<file path="src/rtl/mdu_pkg.sv">
// Shared definitions for the iterative divider: widths, FSM state codes and
// the divide-by-zero quotient constant.
package mdu_pkg;

    localparam int MDU_WIDTH = 32;
    localparam int MDU_ITER  = MDU_WIDTH;

    localparam logic [MDU_WIDTH-1:0] DIV_ZERO_QUO = '1;

    typedef logic [1:0] state_t;
    localparam state_t IDLE = 2'd0;
    localparam state_t CALC = 2'd1;
    localparam state_t FIX  = 2'd2;
    localparam state_t DONE = 2'd3;

endpackage

</file>
<file path="src/rtl/div_sign_fix.sv">
// Conditional two's-complement negate; serves as abs() on operands and as the
// sign restore on quotient/remainder.
module div_sign_fix #(
    parameter int WIDTH = 32
) (
    input  logic [WIDTH-1:0] val_i,
    input  logic             neg_i,
    output logic [WIDTH-1:0] val_o
);

    assign val_o = neg_i ? -val_i : val_i;

endmodule

</file>
<file path="src/rtl/mdu_div.sv">
// Radix-2 restoring DIV/DIVU unit, one quotient bit per cycle.
// MDU_DIV_ZERO_FAST_EN: a zero divisor skips the iteration phase.
module mdu_div
    import mdu_pkg::*;
#(
    parameter int WIDTH = MDU_WIDTH,
    parameter int CNT_W = 6
) (
    input  logic             clk,
    input  logic             reset,
    input  logic             start,
    input  logic             Sign,
    input  logic             cancel,
    input  logic [WIDTH-1:0] in1,
    input  logic [WIDTH-1:0] in2,
    output logic             busy,
    output logic             done,
    output logic [WIDTH-1:0] quo,
    output logic [WIDTH-1:0] rem
);

    state_t           state_q, state_d;
    logic [CNT_W-1:0] cnt_q, cnt_d;
    logic             sign_q, sign_d;
    logic             dvd_neg_q, dvd_neg_d;
    logic             dvs_neg_q, dvs_neg_d;
    logic             dz_q, dz_d;
    logic [WIDTH-1:0] in1_q, in1_d;
    logic [WIDTH-1:0] dvd_q, dvd_d;
    logic [WIDTH-1:0] dvs_q, dvs_d;
    logic [WIDTH:0]   prem_q, prem_d;
    logic [WIDTH-1:0] quo_q, quo_d;
    logic [WIDTH-1:0] rem_q, rem_d;

    logic [WIDTH-1:0] dvd_abs, dvs_abs, quo_fix, rem_fix;
    logic [WIDTH+1:0] prem_sh, trial;
    logic             trial_neg, accept;

    div_sign_fix #(.WIDTH(WIDTH)) u_abs_dvd (.val_i(in1), .neg_i(Sign & in1[WIDTH-1]), .val_o(dvd_abs));
    div_sign_fix #(.WIDTH(WIDTH)) u_abs_dvs (.val_i(in2), .neg_i(Sign & in2[WIDTH-1]), .val_o(dvs_abs));
    div_sign_fix #(.WIDTH(WIDTH)) u_fix_quo (.val_i(dvd_q), .neg_i(sign_q & (dvd_neg_q ^ dvs_neg_q)), .val_o(quo_fix));
    div_sign_fix #(.WIDTH(WIDTH)) u_fix_rem (.val_i(prem_q[WIDTH-1:0]), .neg_i(sign_q & dvd_neg_q), .val_o(rem_fix));

    assign accept    = start & ~cancel & ((state_q == IDLE) | (state_q == DONE));
    // prem never exceeds the divisor, so WIDTH+2 bits leave a clean borrow bit.
    assign prem_sh   = {prem_q, dvd_q[WIDTH-1]};
    assign trial     = prem_sh - {2'b00, dvs_q};
    assign trial_neg = trial[WIDTH+1];

    always_comb begin
        state_d   = state_q;
        cnt_d     = cnt_q;
        sign_d    = sign_q;
        dvd_neg_d = dvd_neg_q;
        dvs_neg_d = dvs_neg_q;
        dz_d      = dz_q;
        in1_d     = in1_q;
        dvd_d     = dvd_q;
        dvs_d     = dvs_q;
        prem_d    = prem_q;
        quo_d     = quo_q;
        rem_d     = rem_q;
        case (state_q)
            IDLE, DONE: begin
                state_d = IDLE;
                if (accept) begin
                    sign_d    = Sign;
                    dvd_neg_d = Sign & in1[WIDTH-1];
                    dvs_neg_d = Sign & in2[WIDTH-1];
                    dz_d      = (in2 == '0);
                    in1_d     = in1;
                    dvd_d     = dvd_abs;
                    dvs_d     = dvs_abs;
                    prem_d    = '0;
                    cnt_d     = '0;
                    state_d   = CALC;
`ifdef MDU_DIV_ZERO_FAST_EN
                    if (in2 == '0) state_d = FIX;
`endif
                end
            end
            CALC: begin
                prem_d = trial_neg ? prem_sh[WIDTH:0] : trial[WIDTH:0];
                dvd_d  = {dvd_q[WIDTH-2:0], ~trial_neg};
                cnt_d  = cnt_q + CNT_W'(1);
                if (cnt_q == CNT_W'(WIDTH-1)) state_d = FIX;
            end
            FIX: begin
                state_d = DONE;
                quo_d   = dz_q ? WIDTH'(DIV_ZERO_QUO) : quo_fix;
                rem_d   = dz_q ? in1_q : rem_fix;
            end
            default: state_d = IDLE;
        endcase
        // A flush wins over everything, including the FIX result write.
        if (cancel) begin
            state_d = IDLE;
            quo_d   = quo_q;
            rem_d   = rem_q;
        end
    end

    always_ff @(posedge clk) begin
        if (reset) begin
            state_q   <= IDLE;
            cnt_q     <= '0;
            sign_q    <= 1'b0;
            dvd_neg_q <= 1'b0;
            dvs_neg_q <= 1'b0;
            dz_q      <= 1'b0;
            in1_q     <= '0;
            dvd_q     <= '0;
            dvs_q     <= '0;
            prem_q    <= '0;
            quo_q     <= '0;
            rem_q     <= '0;
        end else begin
            state_q   <= state_d;
            cnt_q     <= cnt_d;
            sign_q    <= sign_d;
            dvd_neg_q <= dvd_neg_d;
            dvs_neg_q <= dvs_neg_d;
            dz_q      <= dz_d;
            in1_q     <= in1_d;
            dvd_q     <= dvd_d;
            dvs_q     <= dvs_d;
            prem_q    <= prem_d;
            quo_q     <= quo_d;
            rem_q     <= rem_d;
        end
    end

    assign busy = (state_q == CALC) | (state_q == FIX);
    assign done = (state_q == DONE);
    assign quo  = quo_q;
    assign rem  = rem_q;

endmodule

</file>
<file path="config.mk">
export PLATFORM = sky130hd
export DESIGN_NAME = mdu_div
export DESIGN_NICKNAME = d
export VERILOG_FILES = /design/src/rtl/mdu_pkg.sv /design/src/rtl/div_sign_fix.sv /design/src/rtl/mdu_div.sv
export SDC_FILE = /design/constraint.sdc
export NUM_CORES = 1
export LEC_CHECK = 0
export BUFFER_PORTS_ARGS = -buffer_cell sky130_fd_sc_hd__buf_2
export CORE_AREA = 2 2 158 160
export DETAILED_ROUTE_END_ITERATION = 8
export DIE_AREA = 0 0 160 162
export GPL_TIMING_DRIVEN = 1
export MAX_ROUTING_LAYER = met4
export PLACE_DENSITY = 0.8
export SYNTH_ARGS = -nofsm -noshare
export SYNTH_HDL_FRONTEND = slang
export SYNTH_HIERARCHICAL = 1
export SYNTH_SLANG_ARGS = --single-unit
</file>
<file path="constraint.sdc">
create_clock -name clk -period 2.7 [get_ports clk]
set_input_delay 0 -clock clk [delete_from_list [all_inputs] [get_ports clk]]
set_output_delay 0 -clock clk [all_outputs]
set_load 0.05 [all_outputs]
</file>
==> flow_summary.json <==
{
  "status": "finished with violations",
  "violations": "negative setup slack",
  "grt_util_all_layers": 0.3062,
  "htreeDepth": 1,
  "drive_gt1_frac": 0.1993,
  "antenna_found_initial": 0,
  "synth_edf_count": 0,
  "clk_latency_ns": 0.51,
  "yosys_warnings": 6,
  "leakagePower_nw": 6.230,
  "design_area_um2": 16230,
  "muxShareOfSynthArea": 0.05149,
  "timing.critical_path.required_ns": 3.10,
  "cts_tree": "yes",
  "clk_pin_slew_ns": 0.06,
  "synth_compound_area_frac": 0.2072,
  "area_growth_pct": 26.24,
  "netlist_area_um2": 12850,
  "powerDensity_nw_per_um2": 511.1,
  "synth-simple-area-share": 0.2281,
  "critPathMaxStageDelay_ns": 0.41,
  "dieArea_um2": 25920,
  "worst_pin_slew_ns": 0.7252,
  "antenna_cells": 0,
  "synthXorXnorAreaFrac": 0.09879,
  "drt-initial-drc-count": 1245,
  "crit_chain": "inv_2 -> ha_4 -> fa_2 -> nor2b_4 -> o2111ai_4 -> a211oi_2 -> nor3_2 -> or3b_4 -> a21oi_4 -> a31oi_2 -> nor4b_2 -> a211o_1",
  "start_kind": "register",
  "worst_clock_skew_ns": 0.01953,
  "core_um2": 24110,
  "crit_path_end_kind": "register",
  "n_fill_cell": 1959,
  "ir_drop_mv": 0.3785,
  "numPortBuffers": 134,
  "gr-total-overflow": 0,
  "post-dp-hpwl_um": 28630,
  "finalSetupViolCount": 8,
  "cts_buffer_depth": 3,
  "drc_errors": 0,
  "synth_cell_type_count": 68,
  "wirelength_um": 40870,
  "die_w_um": 160,
  "grt_pass1_vias": 12380,
  "synthArstFlopShare": 0,
  "drv_slew": 0,
  "synth-seq-area-share": 0.3193,
  "cap_violations": 0,
  "num_rows": 57,
  "dr.pass1.iters": 5,
  "drt.antenna.violating_nets": 0,
  "vias": 13440,
  "cp_max_fo": 3,
  "clock_sinks": 205,
  "grt_pass1_wl_um": 63600,
  "hold_violations": 0,
  "synthAdderAreaFrac": 0.04049,
  "synth_common_cells": "nand2_1 (235), dfxtp_1 (205), nor2_1 (146)",
  "cts_root_buffer": "clkbuf_16",
  "yosysMostFrequentCell": "nand2_1",
  "synth_top_area_cell": "dfxtp_1",
  "fmax_mhz": 356.1,
  "slew-limit-headroom": 0.5154,
  "worstPathArrival_ns": 3.20,
  "place_area_um2": 14460,
  "grt_start_max_net_pins": 122,
  "finalNetCount": 2002,
  "synthFlopType": "dfxtp_1",
  "initial_core_util": 0.5333,
  "cts_buffers": 23,
  "place.gp.congestion": 0.9555,
  "synthesis.nets": 1760,
  "wl_per_cell_um": 18.32,
  "finalCritPeriodShare": 1.040,
  "synth-seq-cells": 205,
  "viasPerCell": 6.023,
  "period_minus_slack_ns": 2.808,
  "rsz0062_at_grt": "true",
  "die_h_um": 162,
  "syn_area_per_cell_um2": 7.791,
  "critPathSlowestCell": "or3b_4",
  "hold_path_class": "in2reg",
  "pin_count": 135,
  "tns_ns": -0.2255,
  "synth_top_area_frac": 0.3193,
  "crit_type": "reg2reg",
  "synth_area_leaders": "dfxtp_1 (32%), xnor2_1 (9.0%), nand2_1 (6.9%)",
  "synth_top_family_by_area": "simple AND/OR/NAND/NOR gates",
  "setup_slack_ns": -0.1081,
  "netlist_instances": 1650
}
==> cell type report <==
class / count / area, um^2 / area share
Sequential cell: 205 / 4123 / 0.2540
Tap cell: 324 / 405.4 / 0.02498
Inverter: 64 / 240.2 / 0.01480
Clock buffer: 27 / 610.6 / 0.03763
Clock inverter: 13 / 125.1 / 0.007710
Timing Repair Buffer: 322 / 2347 / 0.1446
Multi-Input combinational cell: 1276 / 8377 / 0.5162
==> power by group <==
| part | internal [mW] | total, mW | leakage, nW | switching (mW) |
|---|---|---|---|---|
| Combinational | 0.847 | 1.95 | 4.20 | 1.10 |
| Clock | 1.81 | 3.09 | 0.356 | 1.29 |
| Sequential | 3.15 | 3.25 | 1.67 | 0.108 |
==> cells in the final DEF (no fill, tap or decap), types with 19 or more instances in the layout <==
cell type      instances
buf_4                108
o31ai_1               32
ha_1                  30
a21oi_1              104
inv_1                 62
o21ai_0               58
o21ai_1               25
nand2_1              235
o41ai_1               35
mux2i_1               64
dlygate4sd3_1         70
o22ai_1               19
a211oi_1              47
nor2_1               142
xnor2_1              132
dfxtp_1              190
nor4_1                25
nor3_1                91
clkbuf_16             23
buf_2                133
nand4_1               19
==> critical path, delay by kind of cell, from the launching register on <==
kind | cells | cell delay [ns]
adder cells (fa/ha/maj) | 2 | 0.52
AND/OR/NAND/NOR | 4 | 0.87
flip-flops | 1 | 0.33
buffers and inverters | 1 | 0.04
AO/OA/AOI/OAI | 5 | 0.94
==> flip-flops by register name, summed over array words and instances (netlist names) <==
register,cells
prem_q,33
dvd_q,32
dvs_q,32
in1_q,32
quo,32
rem,32
cnt_q,6
state_q,2
dvd_neg_q,1
dvs_neg_q,1
dz_q,1
sign_q,1
==> path summary, 6_finish.rpt <==
kind	start	end	slack, ns	cells after the start
setup / recovery	dvd_q[31]	prem_q[32]	-0.11	12
hold / removal	start	dvs_q[27]	0.14	5
setup reg to reg	dvd_q[31]	prem_q[32]	-0.11	12
hold reg to reg	dvs_q[25]	dvs_q[25]	0.45	2
==> repair_timing <==
action,4_1_cts,5_1_grt
setup endpoints to repair,25,39
gates resized for setup,8,66
hold buffers,70,0
gates cloned,0,2
hold endpoints to repair,107,0
setup buffers,4,7
pin swaps,7,23
==> per-layer routing <==
metal  part of all wire  global-route usage  wire length, um  vias up
li1                   -                   -                -     6400
met1               0.41              0.3856            16690     6320
met2               0.48              0.5195            19790      608
met3              0.073             0.02911             2982      110
met4              0.034              0.1028             1410        0
met5                  0                   -                0        -
==> metrics by stage <==
step / hold slack (ns) / worst slack (ns) / cells / total power, mW / util
final: 0.1431 / -0.1081 / 2231 / 8.295 / 0.6732
after global routing: 0.1659 / -0.1850 / 2231 / 8.606 / 0.6732
after CTS: 0.1221 / -0.08188 / 2222 / 8.162 / 0.6623
after detailed placement: 0.2924 / -0.1139 / 2108 / 5.003 / 0.5997
after global placement: 0.2850 / -0.02665 / 2108 / 4.972 / 0.5997
after floorplan: 0.08306 / 0.001971 / 1650 / 4.454 / -
==> cell families after synthesis <==
logic type / after synthesis
AO/OA/AOI/OAI: 401
XOR/XNOR: 145
adder cells (fa/ha/maj): 41
buffers and inverters: 169
flip-flops: 205
multiplexers: 66
AND/OR/NAND/NOR: 623
(Power assumes the default switching activity.)
